## config.mk

```make
export PLATFORM = sky130hd
export DESIGN_NAME = uart_tx_cfg
export DESIGN_NICKNAME = d
export VERILOG_FILES = /design/src/rtl/uart_pkg.sv /design/src/rtl/uart_fifo.sv /design/src/rtl/uart_tx_cfg.sv
export SDC_FILE = /design/constraint.sdc
export NUM_CORES = 1
export LEC_CHECK = 0
export BUFFER_PORTS_ARGS = -buffer_cell sky130_fd_sc_hd__buf_2
export CORE_UTILIZATION = 65
export CTS_CLUSTER_DIAMETER = 100
export DETAILED_ROUTE_END_ITERATION = 10
export PLACE_DENSITY = 0.81
export SYNTH_ARGS = -nofsm -noshare
export SYNTH_HDL_FRONTEND = slang
export SYNTH_SLANG_ARGS = --single-unit
```

## constraint.sdc

```tcl
create_clock -name clk -period 5.61 [get_ports clk]
set_clock_uncertainty 0.05 [all_clocks]
set_input_delay 0.561 -clock clk [delete_from_list [all_inputs] [get_ports clk]]
set_output_delay 0.561 -clock clk [all_outputs]
set_load 0.01 [all_outputs]
```

## src/rtl/uart_pkg.sv

```systemverilog
// Shared types and encodings for the configurable UART transmitter:
// FSM states, frame-format codes and frame-format helper functions.
package uart_pkg;

  typedef enum logic [2:0] {
    ST_IDLE   = 3'd0,
    ST_START  = 3'd1,
    ST_DATA   = 3'd2,
    ST_PARITY = 3'd3,
    ST_STOP   = 3'd4
  } state_e;

  localparam int OVERSAMPLE_DEF = 16;

  localparam logic [1:0] DB_5 = 2'b00;
  localparam logic [1:0] DB_6 = 2'b01;
  localparam logic [1:0] DB_7 = 2'b10;
  localparam logic [1:0] DB_8 = 2'b11;

  localparam logic [1:0] PM_NONE     = 2'b00;
  localparam logic [1:0] PM_EVEN     = 2'b01;
  localparam logic [1:0] PM_ODD      = 2'b10;
  localparam logic [1:0] PM_NONE_ALT = 2'b11;

  function automatic logic [2:0] last_bit_idx(input logic [1:0] dbits);
    case (dbits)
      DB_5:    return 3'd4;
      DB_6:    return 3'd5;
      DB_7:    return 3'd6;
      DB_8:    return 3'd7;
      default: return 3'd7;
    endcase
  endfunction

  function automatic logic parity_on(input logic [1:0] pmode);
    case (pmode)
      PM_EVEN:     return 1'b1;
      PM_ODD:      return 1'b1;
      PM_NONE:     return 1'b0;
      PM_NONE_ALT: return 1'b0;
      default:     return 1'b0;
    endcase
  endfunction

  // Only the bits actually sent contribute; odd parity is the inverse of even.
  function automatic logic parity_bit(input logic [7:0] word, input logic [1:0] dbits,
                                      input logic [1:0] pmode);
    logic [7:0] mask;
    mask = 8'hFF >> (2'd3 - dbits);
    return (^(word & mask)) ^ (pmode == PM_ODD);
  endfunction

endpackage

```

## src/rtl/uart_fifo.sv

```systemverilog
// Small synchronous FIFO for transmit words. dout shows the head entry,
// which is valid whenever empty is low; full/empty are registered flags.
module uart_fifo #(
  parameter int DEPTH = 4,
  parameter int WIDTH = 8
) (
  input  logic             clk,
  input  logic             rst_n,
  input  logic             push,
  input  logic [WIDTH-1:0] din,
  input  logic             pop,
  output logic [WIDTH-1:0] dout,
  output logic             full,
  output logic             empty
);

  localparam int AW = $clog2(DEPTH);
  localparam int CW = AW + 1;
  localparam logic [CW-1:0] DEPTH_C = CW'(DEPTH);

  logic [WIDTH-1:0] mem_q [DEPTH];
  logic [WIDTH-1:0] mem_d [DEPTH];
  logic [AW-1:0]    wr_ptr_q, wr_ptr_d;
  logic [AW-1:0]    rd_ptr_q, rd_ptr_d;
  logic [CW-1:0]    count_q, count_d;
  logic             full_q, full_d;
  logic             empty_q, empty_d;
  logic             push_ok_s, pop_ok_s;

  // Storage, pointer and occupancy next-state; pointers wrap naturally.
  always_comb begin
    push_ok_s = push && !full_q;
    pop_ok_s  = pop && !empty_q;
    mem_d     = mem_q;
    if (push_ok_s) begin
      mem_d[wr_ptr_q] = din;
      wr_ptr_d        = wr_ptr_q + AW'(1);
    end else begin
      wr_ptr_d = wr_ptr_q;
    end
    if (pop_ok_s) begin
      rd_ptr_d = rd_ptr_q + AW'(1);
    end else begin
      rd_ptr_d = rd_ptr_q;
    end
    case ({push_ok_s, pop_ok_s})
      2'b10:   count_d = count_q + CW'(1);
      2'b01:   count_d = count_q - CW'(1);
      default: count_d = count_q;
    endcase
    full_d  = (count_d == DEPTH_C);
    empty_d = (count_d == {CW{1'b0}});
  end

  // FIFO state registers.
  always_ff @(posedge clk or negedge rst_n) begin
    if (!rst_n) begin
      for (int i = 0; i < DEPTH; i++) begin
        mem_q[i] <= {WIDTH{1'b0}};
      end
      wr_ptr_q <= {AW{1'b0}};
      rd_ptr_q <= {AW{1'b0}};
      count_q  <= {CW{1'b0}};
      full_q   <= 1'b0;
      empty_q  <= 1'b1;
    end else begin
      mem_q    <= mem_d;
      wr_ptr_q <= wr_ptr_d;
      rd_ptr_q <= rd_ptr_d;
      count_q  <= count_d;
      full_q   <= full_d;
      empty_q  <= empty_d;
    end
  end

  assign dout  = mem_q[rd_ptr_q];
  assign full  = full_q;
  assign empty = empty_q;

endmodule

```

## src/rtl/uart_tx_cfg.sv

```systemverilog
// UART transmitter with a word FIFO and per-frame format (5-8 data bits,
// none/even/odd parity, 1/2 stop bits) latched when a word is popped.
module uart_tx_cfg
  import uart_pkg::*;
#(
  parameter int OVERSAMPLE = OVERSAMPLE_DEF,
  parameter int FIFO_DEPTH = 4
) (
  input  logic       clk,
  input  logic       rst_n,
  input  logic       s_tick,
  input  logic       tx_valid,
  output logic       tx_ready,
  input  logic [7:0] tx_data,
  input  logic [1:0] data_bits,
  input  logic [1:0] parity_mode,
  input  logic       stop2,
  output logic       tx,
  output logic       tx_busy,
  output logic       tx_done
);

  localparam int CW = $clog2(OVERSAMPLE);
  localparam logic [CW-1:0] CNT_LAST = CW'(OVERSAMPLE - 1);

  state_e        state_q, state_d;
  logic [CW-1:0] cnt_q, cnt_d, cnt_next_s;
  logic [2:0]    idx_q, idx_d;
  logic          stop_cnt_q, stop_cnt_d;
  logic [7:0]    word_q, word_d;
  logic [1:0]    dbits_q, dbits_d;
  logic [1:0]    pmode_q, pmode_d;
  logic          stop2_lat_q, stop2_lat_d;
  logic          tx_q, tx_d;
  logic          busy_q, busy_d;
  logic          done_q, done_d;
  logic          pop_s, bit_end_s;
  logic [7:0]    fifo_dout_s;
  logic          fifo_full_s, fifo_empty_s;

  uart_fifo #(.DEPTH(FIFO_DEPTH), .WIDTH(8)) u_fifo (
    .clk   (clk),
    .rst_n (rst_n),
    .push  (tx_valid),
    .din   (tx_data),
    .pop   (pop_s),
    .dout  (fifo_dout_s),
    .full  (fifo_full_s),
    .empty (fifo_empty_s)
  );

  // Frame sequencing; a bit period ends on the OVERSAMPLE-th s_tick.
  always_comb begin
    state_d    = state_q;
    idx_d      = idx_q;
    stop_cnt_d = stop_cnt_q;
    done_d     = 1'b0;
    pop_s      = 1'b0;
    bit_end_s  = s_tick && (cnt_q == CNT_LAST);
    if (!s_tick) begin
      cnt_next_s = cnt_q;
    end else if (cnt_q == CNT_LAST) begin
      cnt_next_s = {CW{1'b0}};
    end else begin
      cnt_next_s = cnt_q + CW'(1);
    end
    case (state_q)
      ST_IDLE: begin
        if (!fifo_empty_s) begin
          pop_s   = 1'b1;
          state_d = ST_START;
        end else begin
          state_d = ST_IDLE;
        end
      end
      ST_START: begin
        if (bit_end_s) begin
          state_d = ST_DATA;
          idx_d   = 3'd0;
        end else begin
          state_d = ST_START;
        end
      end
      ST_DATA: begin
        if (!bit_end_s) begin
          state_d = ST_DATA;
        end else if (idx_q != last_bit_idx(dbits_q)) begin
          idx_d = idx_q + 3'd1;
        end else if (parity_on(pmode_q)) begin
          state_d = ST_PARITY;
        end else begin
          state_d    = ST_STOP;
          stop_cnt_d = 1'b0;
        end
      end
      ST_PARITY: begin
        if (bit_end_s) begin
          state_d    = ST_STOP;
          stop_cnt_d = 1'b0;
        end else begin
          state_d = ST_PARITY;
        end
      end
      ST_STOP: begin
        if (!bit_end_s) begin
          state_d = ST_STOP;
        end else if (stop2_lat_q && !stop_cnt_q) begin
          stop_cnt_d = 1'b1;
        end else if (!fifo_empty_s) begin
          done_d  = 1'b1;
          pop_s   = 1'b1;
          state_d = ST_START;
        end else begin
          done_d  = 1'b1;
          state_d = ST_IDLE;
        end
      end
      default: state_d = ST_IDLE;
    endcase
    cnt_d = (state_q == ST_IDLE) ? {CW{1'b0}} : cnt_next_s;
  end

  // Word and frame format are captured only at the pop.
  always_comb begin
    if (pop_s) begin
      word_d      = fifo_dout_s;
      dbits_d     = data_bits;
      pmode_d     = parity_mode;
      stop2_lat_d = stop2;
    end else begin
      word_d      = word_q;
      dbits_d     = dbits_q;
      pmode_d     = pmode_q;
      stop2_lat_d = stop2_lat_q;
    end
  end

  // Line level follows the state being entered so tx moves with the state register.
  always_comb begin
    busy_d = (state_d != ST_IDLE);
    case (state_d)
      ST_START:  tx_d = 1'b0;
      ST_DATA:   tx_d = word_d[idx_d];
      ST_PARITY: tx_d = parity_bit(word_d, dbits_d, pmode_d);
      default:   tx_d = 1'b1;
    endcase
  end

  // Transmitter state registers.
  always_ff @(posedge clk or negedge rst_n) begin
    if (!rst_n) begin
      state_q     <= ST_IDLE;
      cnt_q       <= {CW{1'b0}};
      idx_q       <= 3'd0;
      stop_cnt_q  <= 1'b0;
      word_q      <= 8'h00;
      dbits_q     <= 2'b00;
      pmode_q     <= 2'b00;
      stop2_lat_q <= 1'b0;
      tx_q        <= 1'b1;
      busy_q      <= 1'b0;
      done_q      <= 1'b0;
    end else begin
      state_q     <= state_d;
      cnt_q       <= cnt_d;
      idx_q       <= idx_d;
      stop_cnt_q  <= stop_cnt_d;
      word_q      <= word_d;
      dbits_q     <= dbits_d;
      pmode_q     <= pmode_d;
      stop2_lat_q <= stop2_lat_d;
      tx_q        <= tx_d;
      busy_q      <= busy_d;
      done_q      <= done_d;
    end
  end

  assign tx       = tx_q;
  assign tx_busy  = busy_q;
  assign tx_done  = done_q;
  assign tx_ready = !fifo_full_s;

endmodule

```

== After elaboration in Yosys (flattened, before gate mapping) ==
Cells that the tools add are included.

* Add/sub/neg operators: 7
* Magnitude comparators: 4
* Eq/ne operators: 25
* Shift operators: 1
* Muxes and demuxes: 50
* Bitwise gates (word level): 4
* Reduce and logical (&&, ||, !) cells: 19

{| class="wikitable"
|+ Operators by type and width
! operator !! number
|-
| $mux W3 || 11
|-
| $bwmux W32 || 1
|-
| $mux W8 || 4
|-
| $mux W1 || 17
|-
| $bmux W8 S2 || 1
|-
| $demux W8 S2 || 1
|-
| $pmux W3 S5 || 1
|-
| $eq A2 B2 Y1 const B || 6
|-
| $eq A3 B2 Y1 const B || 4
|-
| $mux W4 || 3
|-
| $ne A2 B2 Y1 const B || 6
|-
| $pmux W3 S2 || 2
|-
| $pmux W3 S4 || 1
|-
| $and A8 B8 Y8 || 1
|-
| $reduce_xor A8 Y1 || 1
|-
| $shr A8 B2 Y8 const A || 1
|-
| $reduce_and A7 Y1 || 1
|-
| $add A3 B1 Y3 const B || 2
|-
| $eq A2 B1 Y1 const B || 3
|-
| $eq A3 B1 Y1 const B || 2
|-
| $eq A3 B3 Y1 const B || 2
|-
| $ge A3 B3 Y1 const B || 2
|-
| $logic_not A3 Y1 || 2
|-
| $mux W2 || 3
|-
| other kinds (19) || 32
|}

* Register bits after elaboration: 68
* Input port bits: 17
* Output and inout bits: 4

== Logic depth before layout (Yosys ltp) ==
Gate-level depths: netlist (run 1).

* Depth in word-level cells: 14
* Gate-level depth with buffers: 10
* Mapped depth without buffers: 9

== Cells and area by module ==
Synthesis (run 1) repeated with hierarchy kept, for this count alone.

* Cell total of the unflattened synthesis: 285
* Area, all modules: 3,684.8 um^2

{| class="wikitable"
|+ Modules (own cells, without submodules)
! module !! instances !! cells each !! area each (um^2) !! seq. area each (um^2)
|-
| uart_fifo || 1 || 123 || 2,055.7 || 1,027.2
|-
| uart_tx_cfg || 1 || 162 || 1,629.1 || 676.9
|}

== Least setup slack after synthesis (run 1) ==
OpenSTA, ideal clock, no wires.

* Kind: input-to-reg
* From: input s_tick
* To: register u_fifo.full_q, in the netlist u_fifo.full
* Setup time: 0.073 ns
* Arrival time: 2.919 ns
* Data required time: 5.487 ns
* Setup slack: 2.568 ns
* Stages: 9
* Cells stage by stage: buf_2 > nand4_2 > a211oi_4 > buf_6 > ha_1 > fa_1 > mux2_2 > or2_2 > nor2b_1

* Longest elaborated chain between the ends: 7
* Elaborated cells between the ends (all ways): 8
* Classes of those cells: eq/ne (3); mux (3); reduce/logical (2)

{| class="wikitable"
|+ RTL lines
! item !! line !! RTL
|-
| start, declared || uart_tx_cfg.sv:11 || <nowiki>input logic s_tick,</nowiki>
|-
| $logic_and A1 B1 Y1 (*) || uart_tx_cfg.sv:59 || <nowiki>bit_end_s = s_tick && (cnt_q == CNT_LAST);</nowiki>
|-
| $mux W1 (*) || uart_tx_cfg.sv:105 || <nowiki>if (!bit_end_s) begin</nowiki>
|-
| $pmux W1 S2 (*) || uart_tx_cfg.sv:67 || <nowiki>case (state_q)</nowiki>
|-
| $logic_and A1 B1 Y1 (*) || uart_fifo.sv:33 || <nowiki>pop_ok_s = pop && !empty_q;</nowiki>
|-
| named net u_fifo.pop_ok_s || uart_fifo.sv:28 || <nowiki>logic push_ok_s, pop_ok_s;</nowiki>
|-
| $eq A2 B1 Y1 / $eq A2 B2 Y1 (equally long branches) || uart_fifo.sv:46 || <nowiki>case ({push_ok_s, pop_ok_s})</nowiki>
|-
| $pmux W3 S2 (*) || uart_fifo.sv:46 ||
|-
| named net u_fifo.count_d[1] || uart_fifo.sv:25 || <nowiki>logic [CW-1:0] count_q, count_d;</nowiki>
|-
| $eq A3 B3 Y1 (*) || uart_fifo.sv:51 || <nowiki>full_d = (count_d == DEPTH_C);</nowiki>
|-
| named net u_fifo.full_d || uart_fifo.sv:26 || <nowiki>logic full_q, full_d;</nowiki>
|-
| end signal, assigned || uart_fifo.sv:71 || <nowiki>full_q <= full_d;</nowiki>
|-
| end, declared || uart_fifo.sv:26 ||
|}

Mark *: on every way through the listed nets, which the timed path passes. The rest lies on a longest branch.
A chain may end at the register's enable or synchronous reset.

== Final worst setup path (run 1) ==
* From: register cnt_q[0]
* To: register u_fifo.full_q, in the netlist u_fifo.full

* Longest elaborated chain between the ends: 8
* Elaborated cells between the ends (all ways): 9
* Classes of those cells: eq/ne (4); mux (3); reduce/logical (2)

{| class="wikitable"
|+ RTL lines
! item !! line !! RTL
|-
| start, declared || uart_tx_cfg.sv:27 || <nowiki>logic [CW-1:0] cnt_q, cnt_d, cnt_next_s;</nowiki>
|-
| start signal, assigned || uart_tx_cfg.sv:153 || <nowiki>cnt_q <= {CW{1'b0}};</nowiki>
|-
| start signal, assigned || uart_tx_cfg.sv:165 || <nowiki>cnt_q <= cnt_d;</nowiki>
|-
| $eq A4 B4 Y1 (*) || uart_tx_cfg.sv:59 ||
|-
| $logic_and A1 B1 Y1 (*) || uart_tx_cfg.sv:59 ||
|-
| $mux W1 (*) || uart_tx_cfg.sv:105 ||
|-
| $pmux W1 S2 (*) || uart_tx_cfg.sv:67 ||
|-
| $logic_and A1 B1 Y1 (*) || uart_fifo.sv:33 ||
|-
| $eq A2 B1 Y1 / $eq A2 B2 Y1 (equally long branches) || uart_fifo.sv:46 ||
|-
| $pmux W3 S2 (*) || uart_fifo.sv:46 ||
|-
| named net u_fifo.count_d[1] || uart_fifo.sv:25 ||
|-
| $eq A3 B3 Y1 (*) || uart_fifo.sv:51 ||
|-
| named net u_fifo.full_d || uart_fifo.sv:26 ||
|}

Marks and branches as above.

==> run_results.csv, run 1 <==
group,metric,value,unit
run_status,status,"finished, final reports clean",
place,hpwl,3891,µm
worst_setup_path,timing.rr.start,"cnt_q[0]$_DFFE_PN0P_",
cells_and_area,area_growth,10.90,%
worst_setup_path,arrival,3730,ps
worst_setup_path,endpoint,"u_fifo.full$_DFF_PN0_",
place,place.gp.congestion,0.8293,
global_routing,use_met1,30.33,%
cts,cts_tree,"built",
run,max_cap_viol_count,0,
worst_hold_path,hold_path.class,"primary input to asynchronous set/reset pin",
floorplanning,die_h,73.19,µm
floorplanning,core.rowCount,25,
global_routing,met2_usage,40.43,%
worst_setup_path,end_kind,"flip-flop",
place,placed_area,3437,µm²
logic_synthesis,synthTopCellsByArea,"dfrtp_1 (50%), mux2_2 (13%), mux4_2 (5.5%), mux2i_1 (4.6%), xnor2_1 (3.2%)",
logic_synthesis,synth.cell_area,3294,µm²
worst_setup_path,worst-setup-path-type,"flip-flop to flip-flop",
place,place_ws,2063,ps
timing,period_minus_slack,3507,ps
route,routed_via_density,5.801,
cells_and_area,diodes,0,
power,power,2.174,mW
timing,final-setup-viol-count,0,
logic_synthesis,synthCells,255,
worst_setup_path,worst_r2r_endpoint,"u_fifo.full$_DFF_PN0_",
route,wl,5768,µm
timing,fin_crit_sh,62.51,%
route,avgRoutedWirePerCell,16.43,µm
logic_synthesis,synth_nets,280,
logic_synthesis,avgSynthCellArea,12.92,µm²
floorplanning,die-area,5357,µm²
worst_setup_path,rr_worst_depth,8,
timing,worst_slew_margin_rel,31.60,%
cts,cts_max_path_buffers,2,
cts,cts.htree.levels,3,
logic_synthesis,netlist.area_leader.share,50.13,%
cts,path_clk_slew,70,ps
route,drt_iter0_markers,136,
worst_setup_path,crit_path_start,"cnt_q[0]$_DFFE_PN0P_",
cts,numCtsBuffers,9,
power,worst_ir_drop_vdd,0.3611,mV
power,power.density,595.1,nW/µm²
cts,cts_root_buffer,"clkbuf_8",
worst_setup_path,start_kind,"flip-flop",
floorplanning,initial_core_util,68.84,%
place,portBuffers,20,
cts,cts_sinks,68,
global_routing,antenna_found_initial,0,
floorplanning,core,4786,µm²
logic_synthesis,synth_commonest_cells,"dfrtp_1 (66), mux2_2 (39), inv_1 (18), mux2i_1 (15), nand2_1 (13)",
timing,tns,0,ps
logic_synthesis,ys_warn_count,0,
floorplanning,ios,21,
logic_synthesis,yosysMostFrequentCell,"dfrtp_1",
floorplanning,die_x,73.19,µm
cts,post_cts_buffers,0,
global_routing,grt.total_usage,24.80,%
logic_synthesis,async_flop_share,100.0,%
logic_synthesis,synth-edff-count,0,
global_routing,busiest_layer,"met2",
power,leakagePower,1.636,nW
logic_synthesis,synth_seq_cells,68,
logic_synthesis,synth_flop_cell,"dfrtp_1",
global_routing,grt_pass1_vias,1978,
cells_and_area,fin_util,76.34,%
route,num_vias,2036,
logic_synthesis,synth_seq_area_share,51.73,%
worst_setup_path,r2r_slack,2100,ps
timing,timing.final.ws_setup,2103,ps
logic_synthesis,synth_cell_type_count,44,
global_routing,grt_pass1_wl,9294,µm
cts,cts_resized,0,
timing,grt_setup_unrepaired,"no",
logic_synthesis,yosysTopAreaCell,"dfrtp_1",
cts,clk_latency,350,ps
timing,hold_viol_final,0,
timing,clock.fmax,285.2,MHz
timing,worstMarginPinSlew,1023,ps
global_routing,overflow,0,
cells_and_area,fin_area,3654,µm²
worst_setup_path,cp_data_required_time,5840,ps
route,route.detailed.drc,0,
global_routing,use_met3,6.906,%
global_routing,grt_max_degree,69,
cts,hold_buffers,0,
cells_and_area,layout-drive-gt1-share,32.04,%
route,ant_nets,0,
worst_setup_path,cp_max_fo,18,
cells_and_area,nets,304,
timing,slew_violations,0,
route,first_pass_iters,5,
[through the flow]
step | hold WS [ps] | instances
2_1_floorplan | 215.4 | 255
3_3_place_gp | 410.7 | 335
3_5_place_dp | 414.3 | 335
4_1_cts | 378.5 | 351
5_1_grt | 408.0 | 351
6_report | 346.7 | 351
[cell type report]
| class | instances | area, µm² |
|---|---|---|
| sequential | 68 | 1704 |
| multi-input combinational | 161 | 1474 |
| fill | 310 | 1132 |
| clock buffer | 11 | 141.4 |
| timing repair buffer | 21 | 107.6 |
| tap | 67 | 83.83 |
| clock inverter | 5 | 75.07 |
| inverter | 18 | 67.56 |
[worst min path at each step]
stage	end	slack, ps
CTS	idx_q[2]$_DFF_PN0_	380
global route	stop2_lat_q$_DFFE_PN0N_	410
finish	u_fifo.count_q[0]$_DFF_PN0_	350
floorplan	cnt_q[0]$_DFFE_PN0P_	220
detailed placement	u_fifo.count_q[2]$_DFF_PN0_	410
global placement	u_fifo.count_q[2]$_DFF_PN0_	410
[power by group]
part           internal (mW)  switching (mW)  leakage [nW]
sequential             0.718           0.170         0.817
combinational          0.471           0.372         0.707
clock                  0.260           0.183         0.113
total                   1.45           0.724          1.64
[registers in the layout (all words and copies together) (netlist names)]
name / flops
tx_done: 1
tx: 1
tx_busy: 1
idx_q: 3
cnt_q: 4
u_fifo.mem_q: 32
pmode_q: 2
stop2_lat_q: 1
stop_cnt_q: 1
dbits_q: 2
state_q: 3
u_fifo.count_q: 3
u_fifo.empty: 1
word_q: 8
u_fifo.rd_ptr_q: 2
u_fifo.full: 1
u_fifo.wr_ptr_q: 2
[routing by layer]
metal | wire, µm | share of wire [%]
met1 | 2521 | 44
met2 | 2892 | 50
met3 | 228 | 4.0
met4 | 126 | 2.2
met5 | 0 | 0
[logic make-up (layout without fill, tap and decap cells)]
family	after synthesis	in the layout	synth area share, %
AOI/OAI and AO/OA	25	25	5.621
xor gates and xnor gates	17	17	4.519
adders and majority gates	8	8	3.266
buffers and inverters	26	55	3.532
DFF	68	68	51.73
muxes	62	62	23.36
and+or+nand+nor	49	49	7.976
[placed cells by master, fill, tap and decap left out, drive strengths merged, types with 3 or more instances in the layout]
master,count
nor3,5
nor2b,4
nor2,12
buf,21
xnor2,12
nand3,5
clkbuf,11
mux2,39
mux4,8
mux2i,15
dfrtp,66
nand2,13
clkinv,3
a31oi,3
ha,7
xor2,5
inv,18
a21oi,7
[critical path, cell delays in order, from the launching register on]
cell and delay, ps:
dfrtp_1 420, ha_1 270, nand4_2 280, a211oi_4 950, ha_1 340, fa_1 420, mux2_2 280, or2_2 310
nor2b_1 120
(Power assumes the default switching activity.)
==> inputs of run 2 (changes only) <==
--- a/config.mk
+++ b/config.mk
@@ -6,10 +6,10 @@
 export NUM_CORES = 1
 export LEC_CHECK = 0
 export BUFFER_PORTS_ARGS = -buffer_cell sky130_fd_sc_hd__buf_2
-export CORE_UTILIZATION = 65
+export CORE_UTILIZATION = 60
 export CTS_CLUSTER_DIAMETER = 100
 export DETAILED_ROUTE_END_ITERATION = 10
-export PLACE_DENSITY = 0.81
+export PLACE_DENSITY = 0.75
 export SYNTH_ARGS = -nofsm -noshare
 export SYNTH_HDL_FRONTEND = slang
 export SYNTH_SLANG_ARGS = --single-unit
==> constraint.sdc (replaced) <==
create_clock -name clk -period 3.3 [get_ports clk]
set_clock_uncertainty 0.05 [all_clocks]
set_input_delay 0.33 -clock clk [delete_from_list [all_inputs] [get_ports clk]]
set_output_delay 0.33 -clock clk [all_outputs]
set_load 0.01 [all_outputs]
==> run_results.csv, run 2 (synthesis results as in run 1) <==
group,metric,value,unit
run_status,status,"finished, final reports clean",
cts,cts_root_buffer,"clkbuf_8",
timing,final-setup-viol-count,0,
floorplanning,die_h,76.10,µm
cts,cts_sinks,68,
cts,path_clk_slew,70,ps
worst_setup_path,r2r_slack,420,ps
worst_setup_path,cp_data_required_time,3510,ps
timing,hold_viol_final,0,
place,placed_area,3456,µm²
cts,clk_latency,340,ps
timing,period_minus_slack,2884,ps
worst_setup_path,end_kind,"flip-flop",
worst_setup_path,crit_top_cell,"mux2i_1",
worst_setup_path,timing.rr.start,"cnt_q[0]$_DFFE_PN0P_",
worst_setup_path,arrival,3090,ps
worst_setup_path,worst_r2r_endpoint,"tx$_DFF_PN1_",
global_routing,grt_pass1_vias,2080,
power,worst_ir_drop_vdd,0.6345,mV
cells_and_area,final-instance-count-excl-fill,355,
worst_setup_path,path_delay_family,"compound AO/OA/AOI/OAI gates",
worst_setup_path,worst-setup-path-type,"flip-flop to flip-flop",
global_routing,overflow,0,
cts,post_cts_buffers,0,
cells_and_area,area_growth,10.60,%
worst_setup_path,cpMaxStageDelayCell,"dfrtp_1",
cells_and_area,biggestRegsByFlops,"u_fifo.mem_q (32), word_q (8), cnt_q (4)",
global_routing,use_met3,4.311,%
timing,grt_setup_unrepaired,"no",
timing,clock.fmax,346.7,MHz
global_routing,use_met1,27.65,%
cells_and_area,layout-drive-gt1-share,32.28,%
route,drt_iter0_markers,48,
place,place_inst,340,
worst_setup_path,crit_chain,"ha_1, nand4_2, a211oi_4, buf_4, mux2i_1, inv_1, mux2i_1, mux2i_1, a2111oi_0, o22ai_1",
timing,fin_crit_sh,87.40,%
worst_setup_path,crit_path_start,"cnt_q[0]$_DFFE_PN0P_",
cells_and_area,largest_reg_flops,32,
global_routing,grt.total_usage,21.87,%
route,routed_via_density,5.710,
timing,tns,0,ps
cells_and_area,layout_common_cells,"dfrtp_1 (66), mux2_2 (39), buf_2 (20), inv_1 (18), mux2i_1 (15)",
global_routing,busiest_layer,"met2",
cts,hold_buffers,0,
place,place_ws,444.0,ps
cells_and_area,nets,306,
worst_setup_path,slowest_delay,410,ps
place,hpwl,3917,µm
worst_setup_path,cp_max_fo,17,
worst_setup_path,start_kind,"flip-flop",
cts,cts_tree,"built",
place,place.gp.congestion,0.7977,
power,leakagePower,1.633,nW
power,power.density,979.1,nW/µm²
worst_setup_path,rr_worst_depth,10,
floorplanning,initial_core_util,63.29,%
cts,cts.htree.levels,3,
global_routing,antenna_found_initial,0,
floorplanning,ios,21,
cts,cts_resized,0,
route,num_vias,2027,
floorplanning,core,5205,µm²
cells_and_area,diodes,0,
global_routing,grt_pass1_wl,9611,µm
cts,numCtsBuffers,9,
timing,slew_violations,0,
route,wl,5633,µm
power,power,3.567,mW
floorplanning,die-area,5791,µm²
route,first_pass_iters,4,
floorplanning,core.rowCount,26,
cells_and_area,fin_area,3643,µm²
global_routing,grt_max_degree,69,
timing,worst_slew_margin_rel,43.26,%
run,max_cap_viol_count,0,
timing,timing.final.ws_setup,416.0,ps
worst_setup_path,critical_path_buf_inv_count,2,
cells_and_area,layout_commonest_cell,"dfrtp_1",
worst_hold_path,hold_path.class,"primary input to asynchronous set/reset pin",
route,avgRoutedWirePerCell,15.87,µm
global_routing,met2_usage,36.18,%
cts,cts_max_path_buffers,2,
cells_and_area,regMostFlops,"u_fifo.mem_q",
timing,worstMarginPinSlew,851.1,ps
route,ant_nets,0,
floorplanning,die_x,76.10,µm
place,portBuffers,20,
route,route.detailed.drc,0,
[run 2: changes by cell type in the layout (fill, tap and decap cells not counted), sizes merged]
cell	before	now
buf	21	23
clkbuf	11	14
bufinv	2	0
clkinv	3	1
[run 2: where the power goes]
group / internal [mW] / switching [mW]
Sequential: 1.22 / 0.276
Clock: 0.350 / 0.287
Combinational: 0.808 / 0.625
[run 2: routing by layer]
layer	up-vias	part of all wire (%)	wire (µm)
met3	12	2.6	149
met1	1025	46	2572
met5	-	0	0
li1	961	-	-
met2	29	50	2789
met4	0	2.2	123
[run 2: worst max path at each step]
stage | endpoint | slack [ps] | cells past startpoint
4_1_cts | tx$_DFF_PN1_ | 410 | 10
3_5_place_dp | tx$_DFF_PN1_ | 440 | 10
5_1_grt | tx$_DFF_PN1_ | 120 | 10
2_1_floorplan | u_fifo.full$_DFF_PN0_ | 330 | 9
6_report | tx$_DFF_PN1_ | 420 | 10
3_3_place_gp | tx$_DFF_PN1_ | 500 | 10
[run 2: worst register-to-register path: cells and delay by family, from the launching register on]
family          cells  cell delay (ps)
mux                 3              540
flops               1              410
simple gates        1              290
compound gates      3              860
fa+ha+maj           1              260
buf+inv             2              400
[run 2: area by class of cell]
cell class / count / area [µm²]
Clock buffer: 14 / 182.7
Timing Repair Buffer: 23 / 122.6
Inverter: 18 / 67.56
Clock inverter: 1 / 5.005
Multi-Input combinational cell: 161 / 1474
Sequential cell: 68 / 1704
Fill cell: 387 / 1562
Tap cell: 70 / 87.58
[run 2: through the flow]
stage | utilization, % | hold slack [ps]
finish | 70.00 | 117.6
floorplan | - | -15.59
global placement | 66.39 | 412.5
CTS | 70.00 | 156.8
detailed placement | 66.39 | 420.1
global route | 70.00 | 185.1
==> inputs of run 3 (changes only) <==
--- a/config.mk
+++ b/config.mk
@@ -6,10 +6,11 @@
 export NUM_CORES = 1
 export LEC_CHECK = 0
 export BUFFER_PORTS_ARGS = -buffer_cell sky130_fd_sc_hd__buf_2
-export CORE_UTILIZATION = 60
+export CORE_MARGIN = 2
+export CORE_UTILIZATION = 65
 export CTS_CLUSTER_DIAMETER = 100
 export DETAILED_ROUTE_END_ITERATION = 10
-export PLACE_DENSITY = 0.75
+export PLACE_DENSITY = 0.81
 export SYNTH_ARGS = -nofsm -noshare
 export SYNTH_HDL_FRONTEND = slang
 export SYNTH_SLANG_ARGS = --single-unit
==> constraint.sdc (replaced) <==
create_clock -name clk -period 3.5 [get_ports clk]
set_clock_uncertainty 0.05 [all_clocks]
set_input_delay 0.35 -clock clk [delete_from_list [all_inputs] [get_ports clk]]
set_output_delay 0.35 -clock clk [all_outputs]
set_load 0.01 [all_outputs]
==> run_results.csv, run 3 (synthesis results as in run 1) <==
group,metric,value,unit
route,route.detailed.drc,0,
cells_and_area,layout_commonest_cell,"dfrtp_1",
worst_setup_path,rr_worst_depth,10,
route,first_pass_iters,4,
cts,path_clk_slew,70,ps
worst_setup_path,cp_data_required_time,3710,ps
timing,whs,83.43,ps
cells_and_area,largest_reg_flops,32,
cells_and_area,nets,307,
timing,grt_setup_unrepaired,"no",
cells_and_area,biggestRegsByFlops,"u_fifo.mem_q (32), word_q (8), cnt_q (4)",
worst_setup_path,worst_r2r_endpoint,"tx$_DFF_PN1_",
cts,cts_root_buffer,"clkbuf_8",
cts,post_cts_buffers,0,
cts,hold_buffers,0,
cells_and_area,fin_area,3628,µm²
worst_setup_path,start_kind,"flip-flop",
cts,cts_resized,0,
worst_setup_path,timing.rr.start,"cnt_q[0]$_DFFE_PN0P_",
timing,final-setup-viol-count,0,
route,wl,5762,µm
floorplanning,die_x,75.19,µm
route,num_vias,2017,
cells_and_area,fin_util,75.32,%
cells_and_area,regMostFlops,"u_fifo.mem_q",
cells_and_area,layout_common_cells,"dfrtp_1 (66), mux2_2 (39), buf_2 (20), inv_1 (18), mux2i_1 (15)",
cells_and_area,diodes,0,
route,routed_via_density,5.698,
timing,clock.fmax,341.1,MHz
floorplanning,initial_core_util,68.39,%
cts,cts_max_path_buffers,2,
place,place.gp.congestion,0.8967,
timing,period_minus_slack,2932,ps
power,power,3.327,mW
global_routing,antenna_found_initial,0,
cells_and_area,layout-drive-gt1-share,32.75,%
place,hpwl,4136,µm
timing,slew_violations,0,
run_status,status,"finished, final reports clean",
place,placed_area,3460,µm²
power,leakagePower,1.628,nW
global_routing,grt_max_degree,41,
cts,cts.htree.levels,3,
global_routing,grt_pass1_vias,2047,
worst_setup_path,r2r_slack,570,ps
global_routing,grt_pass1_wl,9970,µm
power,power.density,917.0,nW/µm²
route,drt_iter0_markers,97,
floorplanning,ios,21,
cts,cts_sinks,68,
cts,cts_tree,"built",
worst_setup_path,cp_max_fo,17,
floorplanning,core,4817,µm²
global_routing,grt.total_usage,24.44,%
cts,clk_latency,340,ps
run,max_cap_viol_count,0,
floorplanning,core.rowCount,25,
timing,worst_slew_margin_rel,40.78,%
floorplanning,die_h,75.19,µm
timing,worstMarginPinSlew,888.3,ps
worst_setup_path,arrival,3140,ps
timing,fin_crit_sh,83.76,%
cts,numCtsBuffers,9,
timing,hold_viol_final,0,
place,portBuffers,20,
route,avgRoutedWirePerCell,16.28,µm
worst_hold_path,hold_path.class,"primary input to asynchronous set/reset pin",
power,worst_ir_drop_vdd,0.5798,mV
route,ant_nets,0,
timing,tns,0,ps
floorplanning,die-area,5654,µm²
worst_setup_path,worst-setup-path-type,"flip-flop to flip-flop",
global_routing,overflow,0,
worst_setup_path,end_kind,"flip-flop",
cells_and_area,area_growth,10.14,%
run 3: cell types whose count changed in the layout (fill, tap and decap cells not counted), sizes merged:
cell,previous run,this run
buf,23,24
clkbuf,14,11
clkinv,1,4
clkinvlp,0,1
run 3: metrics by stage:
step	instances	worst slack, ps
2_1_floorplan	255	532.6
3_3_place_gp	338	689.0
3_5_place_dp	338	580.1
4_1_cts	354	550.9
5_1_grt	354	291.5
6_report	354	568.5
run 3: critical path: stages (launching register included):
cell	delay, ps
dfrtp_1	410
ha_1	260
nand4_2	280
a211oi_4	340
buf_4	310
mux2i_1	330
inv_1	100
mux2i_1	140
mux2i_1	90
a2111oi_0	400
o22ai_1	130
run 3: how the worst max path moves through the flow:
stage	from	slack, ps	cells past startpoint	to
after floorplan	cnt_q[0]$_DFFE_PN0P_	530	9	u_fifo.full$_DFF_PN0_
after global placement	cnt_q[0]$_DFFE_PN0P_	690	10	tx$_DFF_PN1_
after detailed placement	cnt_q[0]$_DFFE_PN0P_	580	10	tx$_DFF_PN1_
after CTS	cnt_q[0]$_DFFE_PN0P_	550	10	tx$_DFF_PN1_
after global routing	cnt_q[0]$_DFFE_PN0P_	290	10	tx$_DFF_PN1_
final	cnt_q[0]$_DFFE_PN0P_	570	10	tx$_DFF_PN1_
run 3: final cells by class:
type | instances | area (µm²)
clock buffers | 11 | 141.4
clock inverters | 5 | 27.53
fillers | 314 | 1189
inverters | 18 | 67.56
multi-input cells | 161 | 1474
flip-flops and latches | 68 | 1704
well taps | 67 | 83.83
repair buffers | 24 | 130.1
run 3: layer usage:
| metal | global-route usage, % | share of wire [%] | vias to the layer above |
|---|---|---|---|
| met4 | 12.28 | 2.4 | 0 |
| met5 | 0 | 0 | - |
| met1 | 33.00 | 45 | 1009 |
| met2 | 38.50 | 49 | 38 |
| met3 | 4.552 | 3.0 | 14 |
| li1 | - | - | 956 |
run 3: power breakdown:
| group | internal [mW] | switching, mW |
|---|---|---|
| clock network | 0.271 | 0.284 |
| registers | 1.15 | 0.269 |
| logic | 0.760 | 0.591 |
| total | 2.18 | 1.14 |
